`config.mk`:
```
export PLATFORM = sky130hd
export DESIGN_NAME = config_controls_credit
export DESIGN_NICKNAME = d
export VERILOG_FILES = /design/src/rtl/cfg_pkt_pkg.sv /design/src/rtl/cfg_credit_counter.sv /design/src/rtl/config_controls_credit.sv
export SDC_FILE = /design/constraint.sdc
export NUM_CORES = 1
export LEC_CHECK = 0
export CAP_MARGIN = 10
export CORE_MARGIN = 2
export CORE_UTILIZATION = 54
export DETAILED_ROUTE_END_ITERATION = 8
export HOLD_SLACK_MARGIN = 0.03
export PLACE_DENSITY_LB_ADDON = 0.05
export SKIP_CTS_REPAIR_TIMING = 1
export SLEW_MARGIN = 20
export SYNTH_ARGS = -nofsm -noshare
export SYNTH_HDL_FRONTEND = slang
export SYNTH_SLANG_ARGS = --single-unit
```
`constraint.sdc`:
```
create_clock -name clk -period 28.3 [get_ports clk]
set_input_delay 8.49 -clock clk [delete_from_list [all_inputs] [get_ports clk]]
set_output_delay 8.49 -clock clk [all_outputs]
set_load 0.01 [all_outputs]
```
`src/rtl/cfg_pkt_pkg.sv`:
```
// Packet field layout, port opcodes and reset constants shared by config_controls_credit.
// Offsets are derived from the DEF_* widths; the top-level parameters default to the same values.
package cfg_pkt_pkg;

  localparam int DEF_PACKET_BITS   = 97;
  localparam int DEF_NUM_LEAF_BITS = 6;
  localparam int DEF_NUM_PORT_BITS = 4;
  localparam int DEF_NUM_ADDR_BITS = 7;
  localparam int DEF_PAYLOAD_BITS  = 64;
  localparam int DEF_NUM_IN_PORTS  = 7;
  localparam int DEF_NUM_OUT_PORTS = 7;
  localparam int DEF_IN_PORT_BASE  = 2;
  localparam int DEF_OUT_PORT_BASE = 9;

  localparam int FS_MAX = (1 << DEF_NUM_ADDR_BITS) - 1;

  // Header: {vld, leaf, port}; payload MSB first: {self_port, leaf, port, bram_addr, freespace, pad}
  localparam int VLD_POS   = DEF_PACKET_BITS - 1;
  localparam int LEAF_LSB  = VLD_POS - DEF_NUM_LEAF_BITS;
  localparam int PORT_LSB  = LEAF_LSB - DEF_NUM_PORT_BITS;
  localparam int SELF_LSB  = DEF_PAYLOAD_BITS - DEF_NUM_PORT_BITS;
  localparam int DLEAF_LSB = SELF_LSB - DEF_NUM_LEAF_BITS;
  localparam int DPORT_LSB = DLEAF_LSB - DEF_NUM_PORT_BITS;
  localparam int BRAM_LSB  = DPORT_LSB - DEF_NUM_ADDR_BITS;
  localparam int FS_LSB    = BRAM_LSB - DEF_NUM_ADDR_BITS;

  // Per-port register image widths: input {leaf, port}; output {leaf, port, bram, credit, 3 strobes}
  localparam int IN_REG_BITS  = DEF_NUM_LEAF_BITS + DEF_NUM_PORT_BITS;
  localparam int OUT_REG_BITS = DEF_NUM_LEAF_BITS + DEF_NUM_PORT_BITS + 2 * DEF_NUM_ADDR_BITS + 3;

  localparam logic [DEF_NUM_PORT_BITS-1:0] PORT_OUT_CFG  = 4'd0;
  localparam logic [DEF_NUM_PORT_BITS-1:0] PORT_IN_CFG   = 4'd1;
  localparam logic [DEF_NUM_PORT_BITS-1:0] PORT_READBACK = 4'd2;

  localparam logic [DEF_NUM_PORT_BITS-1:0] RST_SRC_PORT = 4'd9;
  localparam logic [DEF_NUM_PORT_BITS-1:0] RST_DST_PORT = 4'd2;

  typedef enum logic [1:0] {RB_IDLE, RB_LOAD, RB_HOLD} rb_state_t;

endpackage

```
`src/rtl/cfg_credit_counter.sv`:
```
// One output port's free-space credit: load beats everything, inc+dec cancel, saturating inc/dec.
module cfg_credit_counter
  import cfg_pkt_pkg::*;
#(
  parameter int W = DEF_NUM_ADDR_BITS
) (
  input  logic         clk,
  input  logic         reset,
  input  logic         load,
  input  logic [W-1:0] load_val,
  input  logic         inc,
  input  logic         dec,
  output logic [W-1:0] credit,
  output logic         stall,
  output logic         add_en
);

  localparam logic [W-1:0] ONE = 1;

  logic [W-1:0] credit_nxt;

  always_comb begin
    credit_nxt = credit;
    if (load) begin
      credit_nxt = load_val;
    end else if (inc && !dec) begin
      if (credit != '1) credit_nxt = credit + ONE;
    end else if (dec && !inc) begin
      if (credit != '0) credit_nxt = credit - ONE;
    end
  end

  always_ff @(posedge clk or posedge reset) begin
    if (reset) begin
      credit <= '1;
      stall  <= 1'b0;
      add_en <= 1'b0;
    end else begin
      credit <= credit_nxt;
      stall  <= (credit_nxt == '0);
      add_en <= inc && !load;
    end
  end

endmodule

```
`src/rtl/config_controls_credit.sv`:
```
// Configuration register bank with per-output credit counters and a readback response port.
// Optional malformed-packet counter is built only when CFG_ERR_CNT_EN is defined.
module config_controls_credit
  import cfg_pkt_pkg::*;
#(
  parameter int PACKET_BITS   = DEF_PACKET_BITS,
  parameter int NUM_LEAF_BITS = DEF_NUM_LEAF_BITS,
  parameter int NUM_PORT_BITS = DEF_NUM_PORT_BITS,
  parameter int NUM_ADDR_BITS = DEF_NUM_ADDR_BITS,
  parameter int PAYLOAD_BITS  = DEF_PAYLOAD_BITS,
  parameter int NUM_IN_PORTS  = DEF_NUM_IN_PORTS,
  parameter int NUM_OUT_PORTS = DEF_NUM_OUT_PORTS,
  parameter int IN_PORT_BASE  = DEF_IN_PORT_BASE,
  parameter int OUT_PORT_BASE = DEF_OUT_PORT_BASE
) (
  input  logic                     clk,
  input  logic                     reset,
  input  logic [PACKET_BITS-1:0]   configure_in,
  input  logic [NUM_OUT_PORTS-1:0] send_pulse,
  output logic [IN_REG_BITS*NUM_IN_PORTS+OUT_REG_BITS*NUM_OUT_PORTS-1:0] control_reg,
  output logic [NUM_OUT_PORTS-1:0] out_stall,
  output logic [PACKET_BITS-1:0]   rsp_packet,
  output logic                     rsp_valid,
  input  logic                     rsp_ready,
  output logic [7:0]               rb_drop_cnt,
  output logic [7:0]               cfg_err_cnt
);

  localparam int IN_BITS = IN_REG_BITS * NUM_IN_PORTS;

  logic                     pkt_vld;
  logic [NUM_PORT_BITS-1:0] pkt_port, self_port, f_port;
  logic [NUM_LEAF_BITS-1:0] pkt_leaf, f_leaf;
  logic [NUM_ADDR_BITS-1:0] f_bram, f_fs;
  logic                     self_in_ok, self_out_ok;
  logic                     is_out_cfg, is_in_cfg, is_rb;
  logic                     unused_bits;

  assign pkt_vld   = configure_in[PACKET_BITS-1];
  assign pkt_leaf  = configure_in[LEAF_LSB +: NUM_LEAF_BITS];
  assign pkt_port  = configure_in[PORT_LSB +: NUM_PORT_BITS];
  assign self_port = configure_in[SELF_LSB +: NUM_PORT_BITS];
  assign f_leaf    = configure_in[DLEAF_LSB +: NUM_LEAF_BITS];
  assign f_port    = configure_in[DPORT_LSB +: NUM_PORT_BITS];
  assign f_bram    = configure_in[BRAM_LSB +: NUM_ADDR_BITS];
  assign f_fs      = configure_in[FS_LSB +: NUM_ADDR_BITS];
  assign unused_bits = ^{pkt_leaf, configure_in[PORT_LSB-1:PAYLOAD_BITS], configure_in[FS_LSB-1:1]};

  assign self_in_ok  = (int'(self_port) >= IN_PORT_BASE) && (int'(self_port) < IN_PORT_BASE + NUM_IN_PORTS);
  assign self_out_ok = (int'(self_port) >= OUT_PORT_BASE) && (int'(self_port) < OUT_PORT_BASE + NUM_OUT_PORTS);
  assign is_out_cfg  = pkt_vld && (pkt_port == PORT_OUT_CFG);
  assign is_in_cfg   = pkt_vld && (pkt_port == PORT_IN_CFG);
  assign is_rb       = pkt_vld && (pkt_port == PORT_READBACK);

  // Input port source registers; out-of-range self_port matches no index and is ignored
  logic [NUM_LEAF_BITS-1:0] src_leaf [NUM_IN_PORTS];
  logic [NUM_PORT_BITS-1:0] src_port [NUM_IN_PORTS];

  always_ff @(posedge clk or posedge reset) begin
    if (reset) begin
      for (int i = 0; i < NUM_IN_PORTS; i++) begin
        src_leaf[i] <= '0;
        src_port[i] <= RST_SRC_PORT;
      end
    end else if (is_in_cfg) begin
      for (int i = 0; i < NUM_IN_PORTS; i++) begin
        if (int'(self_port) == IN_PORT_BASE + i) begin
          src_leaf[i] <= f_leaf;
          src_port[i] <= f_port;
        end
      end
    end
  end

  logic [NUM_LEAF_BITS-1:0] dst_leaf  [NUM_OUT_PORTS];
  logic [NUM_PORT_BITS-1:0] dst_port  [NUM_OUT_PORTS];
  logic [NUM_ADDR_BITS-1:0] bram_addr [NUM_OUT_PORTS];
  logic [NUM_ADDR_BITS-1:0] credit    [NUM_OUT_PORTS];
  logic [NUM_OUT_PORTS-1:0] out_wr, cr_inc, upd_fs_en, upd_bram_en, add_fs_en;

  always_ff @(posedge clk or posedge reset) begin
    if (reset) begin
      upd_fs_en   <= '0;
      upd_bram_en <= '0;
      for (int k = 0; k < NUM_OUT_PORTS; k++) begin
        dst_leaf[k]  <= '0;
        dst_port[k]  <= RST_DST_PORT;
        bram_addr[k] <= '0;
      end
    end else begin
      upd_fs_en   <= out_wr;
      upd_bram_en <= out_wr;
      for (int k = 0; k < NUM_OUT_PORTS; k++) begin
        if (out_wr[k]) begin
          dst_leaf[k]  <= f_leaf;
          dst_port[k]  <= f_port;
          bram_addr[k] <= f_bram;
        end
      end
    end
  end

  for (genvar i = 0; i < NUM_IN_PORTS; i++) begin : g_in
    assign control_reg[i*IN_REG_BITS +: IN_REG_BITS] = {src_leaf[i], src_port[i]};
  end

  for (genvar k = 0; k < NUM_OUT_PORTS; k++) begin : g_out
    assign out_wr[k] = is_out_cfg && (int'(self_port) == OUT_PORT_BASE + k);
    assign cr_inc[k] = pkt_vld && (int'(pkt_port) == OUT_PORT_BASE + k) && configure_in[0];

    cfg_credit_counter #(.W(NUM_ADDR_BITS)) u_credit (
      .clk      (clk),
      .reset    (reset),
      .load     (out_wr[k]),
      .load_val (f_fs),
      .inc      (cr_inc[k]),
      .dec      (send_pulse[k]),
      .credit   (credit[k]),
      .stall    (out_stall[k]),
      .add_en   (add_fs_en[k])
    );

    assign control_reg[IN_BITS + k*OUT_REG_BITS +: OUT_REG_BITS] =
      {dst_leaf[k], dst_port[k], bram_addr[k], credit[k], upd_fs_en[k], upd_bram_en[k], add_fs_en[k]};
  end

  // Readback: IDLE captures the request, LOAD snapshots the stored config, HOLD presents it.
  // rsp_valid/rsp_ready: the response transfers on a cycle where both are 1; while rsp_valid
  // is 1 and rsp_ready is 0, rsp_packet holds steady.
  rb_state_t                rb_state, rb_state_nxt;
  logic [NUM_PORT_BITS-1:0] req_self, req_port;
  logic [NUM_LEAF_BITS-1:0] req_leaf;
  logic [NUM_LEAF_BITS-1:0] sel_leaf;
  logic [NUM_PORT_BITS-1:0] sel_port;
  logic [NUM_ADDR_BITS-1:0] sel_bram, sel_credit;
  logic [PACKET_BITS-1:0]   rsp_build;

  always_comb begin
    rb_state_nxt = rb_state;
    case (rb_state)
      RB_IDLE: if (is_rb && (self_in_ok || self_out_ok)) rb_state_nxt = RB_LOAD;
      RB_LOAD: rb_state_nxt = RB_HOLD;
      RB_HOLD: if (rsp_ready) rb_state_nxt = RB_IDLE;
      default: rb_state_nxt = RB_IDLE;
    endcase
  end

  always_comb begin
    sel_leaf   = '0;
    sel_port   = '0;
    sel_bram   = '0;
    sel_credit = '0;
    for (int i = 0; i < NUM_IN_PORTS; i++) begin
      if (int'(req_self) == IN_PORT_BASE + i) begin
        sel_leaf = src_leaf[i];
        sel_port = src_port[i];
      end
    end
    for (int k = 0; k < NUM_OUT_PORTS; k++) begin
      if (int'(req_self) == OUT_PORT_BASE + k) begin
        sel_leaf   = dst_leaf[k];
        sel_port   = dst_port[k];
        sel_bram   = bram_addr[k];
        sel_credit = credit[k];
      end
    end
    rsp_build = '0;
    rsp_build[PACKET_BITS-1]                = 1'b1;
    rsp_build[LEAF_LSB +: NUM_LEAF_BITS]    = req_leaf;
    rsp_build[PORT_LSB +: NUM_PORT_BITS]    = req_port;
    rsp_build[SELF_LSB +: NUM_PORT_BITS]    = req_self;
    rsp_build[DLEAF_LSB +: NUM_LEAF_BITS]   = sel_leaf;
    rsp_build[DPORT_LSB +: NUM_PORT_BITS]   = sel_port;
    rsp_build[BRAM_LSB +: NUM_ADDR_BITS]    = sel_bram;
    rsp_build[FS_LSB +: NUM_ADDR_BITS]      = sel_credit;
  end

  always_ff @(posedge clk or posedge reset) begin
    if (reset) begin
      rb_state    <= RB_IDLE;
      req_self    <= '0;
      req_leaf    <= '0;
      req_port    <= '0;
      rsp_packet  <= '0;
      rb_drop_cnt <= '0;
    end else begin
      rb_state <= rb_state_nxt;
      if (rb_state == RB_IDLE && is_rb) begin
        req_self <= self_port;
        req_leaf <= f_leaf;
        req_port <= f_port;
      end
      if (rb_state == RB_LOAD) rsp_packet <= rsp_build;
      if (is_rb && rb_state != RB_IDLE && rb_drop_cnt != 8'hFF) rb_drop_cnt <= rb_drop_cnt + 8'd1;
    end
  end

  assign rsp_valid = (rb_state == RB_HOLD);

`ifdef CFG_ERR_CNT_EN
  logic bad_pkt;

  assign bad_pkt = pkt_vld && (
      (pkt_port == PORT_OUT_CFG && !self_out_ok) ||
      (pkt_port == PORT_IN_CFG && !self_in_ok) ||
      (pkt_port == PORT_READBACK && !(self_in_ok || self_out_ok)) ||
      (int'(pkt_port) > int'(PORT_READBACK) && int'(pkt_port) < OUT_PORT_BASE) ||
      (int'(pkt_port) >= OUT_PORT_BASE + NUM_OUT_PORTS));

  always_ff @(posedge clk or posedge reset) begin
    if (reset) cfg_err_cnt <= '0;
    else if (bad_pkt && cfg_err_cnt != 8'hFF) cfg_err_cnt <= cfg_err_cnt + 8'd1;
  end
`else
  assign cfg_err_cnt = '0;
`endif

endmodule

```
==> results of run 1 <==
[power by group through the flow]
stage	Clock, mW	Sequential (mW)	Combinational (mW)
after floorplan	0	0.640	0.399
after global placement	0	0.698	0.595
after detailed placement	0	0.699	0.603
after CTS	0.491	0.692	0.607
after global routing	0.509	0.710	0.662
final	0.488	0.698	0.614
[logic make-up after synthesis]
family | after synthesis | share of synthesized area (%)
buf+inv | 293 | 7.91
fa+ha+maj | 22 | 1.50
xor+xnor | 27 | 1.29
flops | 322 | 44.3
compound gates | 436 | 16.1
other cells | 1 | 0.0204
mux | 138 | 8.60
simple gates | 823 | 20.2
[synth_stat cells, types with 17 or more instances]
library cell and instances:
inv_1 51, nand3_1 31, a21oi_1 72, xnor2_1 21, mux2i_1 32, a211oi_1 17
ha_1 22, mux2_2 76, o211ai_1 21, nand4_1 22, o22ai_1 22, dfstp_2 70
o21ai_0 94, nor2_1 94, clkbuf_1 111, nand2b_1 19, nand2_1 509, dfrtp_1 252
nor2b_1 20, a22oi_1 20, mux2_1 24, buf_4 87, o221ai_1 18, a31oi_1 30
buf_1 19, nor3_1 27
[metrics by stage]
stage | hold slack, ns | std cells | setup slack, ns | util (%) | cell area (um^2)
2_1_floorplan | 0.435 | 2127 | 11.01 | - | 18600
5_1_grt | 0.484 | 2789 | 16.61 | 68.5 | 23000
3_3_place_gp | 0.445 | 2722 | 15.80 | 64.8 | 21700
6_report | 0.460 | 2789 | 16.83 | 68.5 | 23000
3_5_place_dp | 0.452 | 2722 | 15.81 | 64.8 | 21700
4_1_cts | 0.464 | 2789 | 16.32 | 68.5 | 23000
[routing by layer]
metal  track usage (%)  wire length, um  vias to the layer above
met5                 0                0                        -
met4              17.8             3270                        0
met3              9.20             7100                      200
met2              58.8            30900                     1045
met1              48.8            26000                     8374
li1                  -                -                     7619
[worst paths after layout]
path,startpoint,to,slack (ns),cells past startpoint
max,configure_in[87],g_out[5].u_credit.stall$_DFF_PP0_,16.83,10
max in group asynchronous,reset,req_self[0]$_DFFE_PP0P_,18.03,3
min,req_leaf[3]$_DFFE_PP0P_,rsp_packet[93]$_DFFE_PP0N_,0.46,2
min reg2reg,req_leaf[3]$_DFFE_PP0P_,rsp_packet[93]$_DFFE_PP0N_,0.46,2
max reg2reg,req_self[1]$_DFFE_PP0P_,rsp_packet[37]$_DFFE_PP0N_,25.06,8
min in group asynchronous,reset,control_reg[244]$_DFFE_PP0P_,8.54,2
[tightest hold or removal path: cells and delay by family (launching register included)]
| family | cells | cell delay [ns] |
|---|---|---|
| flops | 1 | 0.34 |
| simple gates | 2 | 0.10 |
[area by class of cell]
class	instances	area share, %
multi-input combinational	1512	39.4
sequential	322	35.5
timing repair buffer	382	16.4
clock buffer	58	4.90
tap	448	2.44
inverter	58	0.981
clock inverter	9	0.458
==> impl_summary.md, run 1 <==
Clock tree
The cell at the root of the clock tree is clkbuf_16. The clock edge transition at the registers on the reported setup and hold paths is roughly 0.060 ns. The clock tree from TritonCTS is built.

CTS saw 322 sinks. Counting the buffers created by CTS gives 37. In this run the number of H-tree levels came out at 2.

At the later pin of the worst-skew pair, clock insertion delay measures 0.53 ns. The longest clock path from root to sink contains 3 buffers.

Place
Summed over all nets, the half-perimeter wirelength after detailed placement is 45300 um. Buffers placed on the I/O ports in this run total around 360. At the end of routability-driven placement, the weighted congestion stood at 0.924.

Critical path
The critical path launch point type is an input pin. The classification of the worst setup path is input pin to register. The gate family responsible for the most delay along the worst path is simple AND/OR/NAND/NOR gates. Traced cell by cell, the critical path runs through clkdlybuf4s50_1 > nand4bb_1 > nor2_1 > nand2_1 > inv_1 > buf_4 > a311oi_1 > a222oi_1 > o211ai_1 > nor4_1.

The buffer and inverter count on the worst path is 3. The endpoint required time on the critical path is 28.71 ns. The largest fanout on the critical path is 29.

The delay of the slowest cell on the worst path is 0.75 ns. For the worst setup path, the data arrival time is 11.88 ns. The cell with the largest stage delay on the worst path is clkdlybuf4s50_1. STA classifies the critical path endpoint as a register.

Timing
Setup repair after global routing left no endpoint under its margin. The post-layout minimum cycle time is 11.47 ns. The final total negative setup slack is 0 ns. The number of max-slew violations in the final report was 0. Setup violations remaining at the end of the flow were counted as 0. The measured slew at the worst slew-check pin is approximately 1.1 ns.

The maximum clock frequency is 87.2 MHz. In this run the tightest slew margin relative to its limit is 27.2%. The number of failing hold endpoints at the final stage came to 0.

Dividing the final minimum period by the clock period gives between 40% and 50%. The clock arrives with 0.0197 ns of skew.

Outcome
The run finished with clean final reports.

Synth
By area the synthesized netlist is led by dfrtp_1 (34%), nand2_1 (10%), dfstp_2 (10%), mux2_2 (4.7%), buf_4 (3.6%). Synthesis instantiated 95 different standard cells from the library. The largest area contributor in the netlist is dfrtp_1. The sequential element share of the synthesized area is 44.3%. The most used flip-flop cell after synthesis is dfrtp_1.

Of all flip-flops after synthesis, the portion carrying an async set or reset was 100%. Counting flops and latches in the post-synthesis netlist gives 322. In this run the biggest area consumer among cell types represents 34.3% of the synthesized area. Yosys printed 0 warnings.

The synthesized instance count is a little over 2k. The average size of a mapped cell is slightly below 9 um^2. The cell area that synthesis handed to floorplanning was 0.0184 mm^2. In this run, synthesis inferred 0 flip-flops with an integrated enable.

Routing
The routed layout has 17.2k vias. After detailed routing, the average wire length per cell comes to 24.1 um. The via-per-instance ratio is between 6 and 7.

The total wire length after detailed routing is 67300 um. Once detail routing completed, the nets flagged for antenna violations numbered 0. The total DRC errors in the routed layout is 0. The iteration count of the initial detailed-routing pass is 5.

After the first detailed-routing iteration, the DRC count stood at between 1.5k and 2k.

Cells and area
The total area of multi-input combinational cells is ~0.009 mm^2. The repair_antennas step left the layout with diodes totalling 0. The library cell used most frequently in the layout, excluding fill and tap cells, is nand2_1. The final-layout fill cell count is 2675. The register with the most flip-flops in the layout has 189 of them.

Cells with a size suffix above 1 make up 11.5% of the layout. The total area of sequential cells is 0.00815 mm^2. The top cell types in the final layout, fill and taps aside, are nand2_1 (509), clkdlybuf4s50_1 (357), dfrtp_1 (249).

The post-layout net count is 2442. Compared with the post-synthesis result, the final layout area differs by 24.9%.

Global route
Summed over all layers, the global routing overflow is 0. The first-pass GRT wire length is ~100000 um. The pin count of the biggest net entering global routing is 133.

The number of antenna violations at the first check in global routing came to 0. The via count of the first global-routing pass is 16.7k. The global-route total usage across every layer is ~37%.

Job
Across the run, the number of max-cap violations was 0.

Floorplanning
The die height is 189 um. Measured along the x axis, the die boundary spans roughly 190 um. Row generation in the floorplan step produced between 60 and 70 rows. The placeable core region is 0.0335 mm^2.

The starting utilization of the core area is 54.8%. The die covers 0.0355 mm^2. For this design the top-level I/O count stands at 487.

Power
The relative contribution of combinational cells to total power is 34.1%. Net switching is 37.3% of the power. The leakage power is 10.2 nW. Power spread over the standard cell area amounts to 78.4 mW/mm^2. The analysis attributes to net switching a power of around 0.67 mW. In this run, flip-flops and latches consume about two fifths of the power. The internal power component is 1.13 mW. The fraction of power consumed by the clock network is 27.1%. The post-route total power is 1.80 mW. The maximum vdd drop is ~0.05 mV.

Min path
The worst min-delay path category is register to register.
Power figures use the tool's default switching activity.
==> inputs of run 2 (changes only) <==
CORE_UTILIZATION = 45   (was 54)
clock period = 10.4 ns   (was 28.3 ns; I/O delays follow)
==> impl_summary.md, run 2 (same netlist as run 1, synthesis figures left out) <==
Critical path
In this run the critical register-to-register path is captured at rsp_packet[38]$_DFFE_PP0N_. The path depth of the worst reg2reg path is 8. The startpoint of the worst-slack reg-to-reg timing path is req_self[1]$_DFFE_PP0P_. The worst register-to-register path has a setup slack of about 7 ns. For the worst setup path, the data arrival time is just under 7 ns.

The worst setup path is of the input pin to register kind. STA classifies the critical path endpoint as a register. Data on the critical path is required at its endpoint by approximately 11 ns. STA classifies the critical path startpoint as an input pin. The largest fanout on the critical path is 29.

Floorplanning
487 I/O pins were placed. The placeable core region is 0.0406 mm^2. The die is 206 um wide.

In this run the vertical extent of the chip is 206 um. The die covers approximately 0.042 mm^2. The starting utilization of the core area is a little under half. The number of standard-cell rows in the floorplan is between 70 and 80.

Routing
The total wire length after detailed routing is just over 70000 um. The remaining antenna violation count after routing is 0. In the routed layout, each cell is associated on average with a via count of ~5.9. The total DRC errors in the routed layout is 0. The iteration count of the initial detailed-routing pass is 5. The average wire per cell in the routed design is about 24 um. The iteration-0 DRC count of the detailed router is 1488. The count of vias placed by the detailed router is 17.0k.

Timing
Setup repair after global routing left no endpoint under its margin. Measured against its own limit, the worst slew margin works out to 23.3%. The measured slew at the worst slew-check pin is 1.15 ns. Between clock sinks in the finished design, the worst skew comes to roughly 0.013 ns. Based on the critical path, the design can be clocked at up to 155 MHz.

The number of setup violations in the final report is 0. The number of max-slew violations in the final report was 0. The post-layout minimum cycle time is 6.45 ns. The final critical path takes up 62.0% of the cycle. The final total negative setup slack is 0 ns.

The number of failing hold endpoints at the final stage is 0.

Clock tree
The clock tree synthesis step divided the H-tree into 2 levels. The clock edge transition at the registers on the reported setup and hold paths is 0.06 ns. The number of clock sinks is ~320. Counting the buffers created by CTS gives 39.

The maximum clock insertion buffer count is 3. The cell at the root of the clock tree is clkbuf_16. TritonCTS built the clock tree.

The clock network latency to the later pin of the worst-skew pair is approximately 0.56 ns.

Global route
The first-pass GRT wire length is 103000 um. The global route total overflow is 0. For this run, the total global-route usage over all layers was measured as approximately 33%. The number of antenna violations at the first check in global routing is 0. The via count of the first global-routing pass was roughly 16k. The pin count of the biggest net entering global routing is roughly 150.

Place
The final RePlAce weighted congestion is slightly above 0.9. Detailed placement ended at an HPWL of 48800 um. The count of buffers from port buffering is 357.

Power
The leakage power is just over 10 nW. The maximum vdd drop is 0.120 mV. The proportion of total power due to net switching is ~38%. The power density of the placed cells is 213 mW/mm^2. Total power for the finished layout comes to 4.94 mW. The net load switching power is about 1.9 mW. Sequential cells account for 39.0% of the total power. The relative contribution of combinational cells to total power is 33.5%.

The fraction of power consumed by the clock network is between 20 and 30%. Internal power comes to between 3 and 4 mW.

Cells and area
The repair_antennas step left the layout with diodes totalling 0. Cells fill 57.2% of the core in the end. The number of flip-flops in the largest register is ~190. The area added between synthesis and finish is 26.1%. The top cell types in the final layout, fill and taps aside, are nand2_1 (509), clkdlybuf4s50_1 (357), dfrtp_1 (249). The commonest non-fill, non-tap cell in the layout is nand2_1. The fraction of final layout cells with drive strength greater than 1 is 11.9%. In the final design database the tool counted 2453 nets.

Outcome
The run finished with clean final reports.

Min path
The tightest min-delay check is of the register to register type. Along the worst hold path, the cell count comes to 2. The startpoint of the lowest-slack hold path is req_leaf[4]$_DFFE_PP0P_. For hold timing, the worst endpoint is rsp_packet[94]$_DFFE_PP0N_.

Job
The count of maximum capacitance violations is 0.
[run 2: cell types whose count changed in the layout (fill, tap and decap cells not counted), sizes merged]
cell | before | now
buf | 25 | 34
bufinv | 2 | 1
clkbuf | 58 | 59
clkinv | 6 | 12
clkinvlp | 1 | 2
inv | 58 | 55
[run 2: per-stage QoR]
stage | hold WS (ns) | area, um^2 | setup slack [ns] | std cells
6_report | 0.468 | 23200 | 3.95 | 2886
5_1_grt | 0.491 | 23200 | 3.69 | 2886
4_1_cts | 0.473 | 23200 | 3.96 | 2886
3_3_place_gp | 0.450 | 21900 | 3.49 | 2815
3_5_place_dp | 0.456 | 21900 | 3.38 | 2815
2_1_floorplan | 0.435 | 18600 | 3.04 | 2127
[run 2: cell type report]
type,count,area [um^2]
clock buffer,59,1160
clock inverter,12,106
fill,3675,17400
inverter,58,221
multi-input combinational,1512,9030
sequential,322,8150
tap,532,666
timing repair buffer,391,3840
[run 2: worst max path at each step]
| stage | startpoint | to | slack (ns) | cells after the start |
|---|---|---|---|---|
| finish | configure_in[89] | g_out[5].u_credit.stall$_DFF_PP0_ | 3.95 | 9 |
| global placement | configure_in[96] | g_out[5].u_credit.stall$_DFF_PP0_ | 3.49 | 9 |
| global route | configure_in[61] | g_out[5].u_credit.stall$_DFF_PP0_ | 3.69 | 8 |
| CTS | configure_in[89] | g_out[5].u_credit.stall$_DFF_PP0_ | 3.96 | 9 |
| detailed placement | configure_in[89] | g_out[5].u_credit.stall$_DFF_PP0_ | 3.38 | 9 |
| floorplan | reset | control_reg[107]$_DFFE_PP0P_ | 3.04 | 1 |
[run 2: worst max-delay path: stages]
cell,delay [ns]
clkdlybuf4s50_1,0.51
or3b_1,0.51
nor2_1,0.18
nand2_1,0.58
inv_1,1.11
a311oi_1,0.11
a222oi_1,0.43
o211ai_1,0.14
nor4_1,0.19
[run 2: power groups by stage]
stage / Sequential, mW / Combinational, mW / Clock, mW
floorplan: 1.74 / 1.09 / 0
global placement: 1.93 / 1.63 / 0
detailed placement: 1.93 / 1.64 / 0
CTS: 1.91 / 1.65 / 1.38
global route: 1.96 / 1.81 / 1.42
finish: 1.93 / 1.66 / 1.36
[run 2: routing by layer]
metal,track usage [%],part of all wire [%]
met4,15.1,4.6
met5,0,0
met3,8.58,9.5
met1,42.6,40
met2,51.2,46
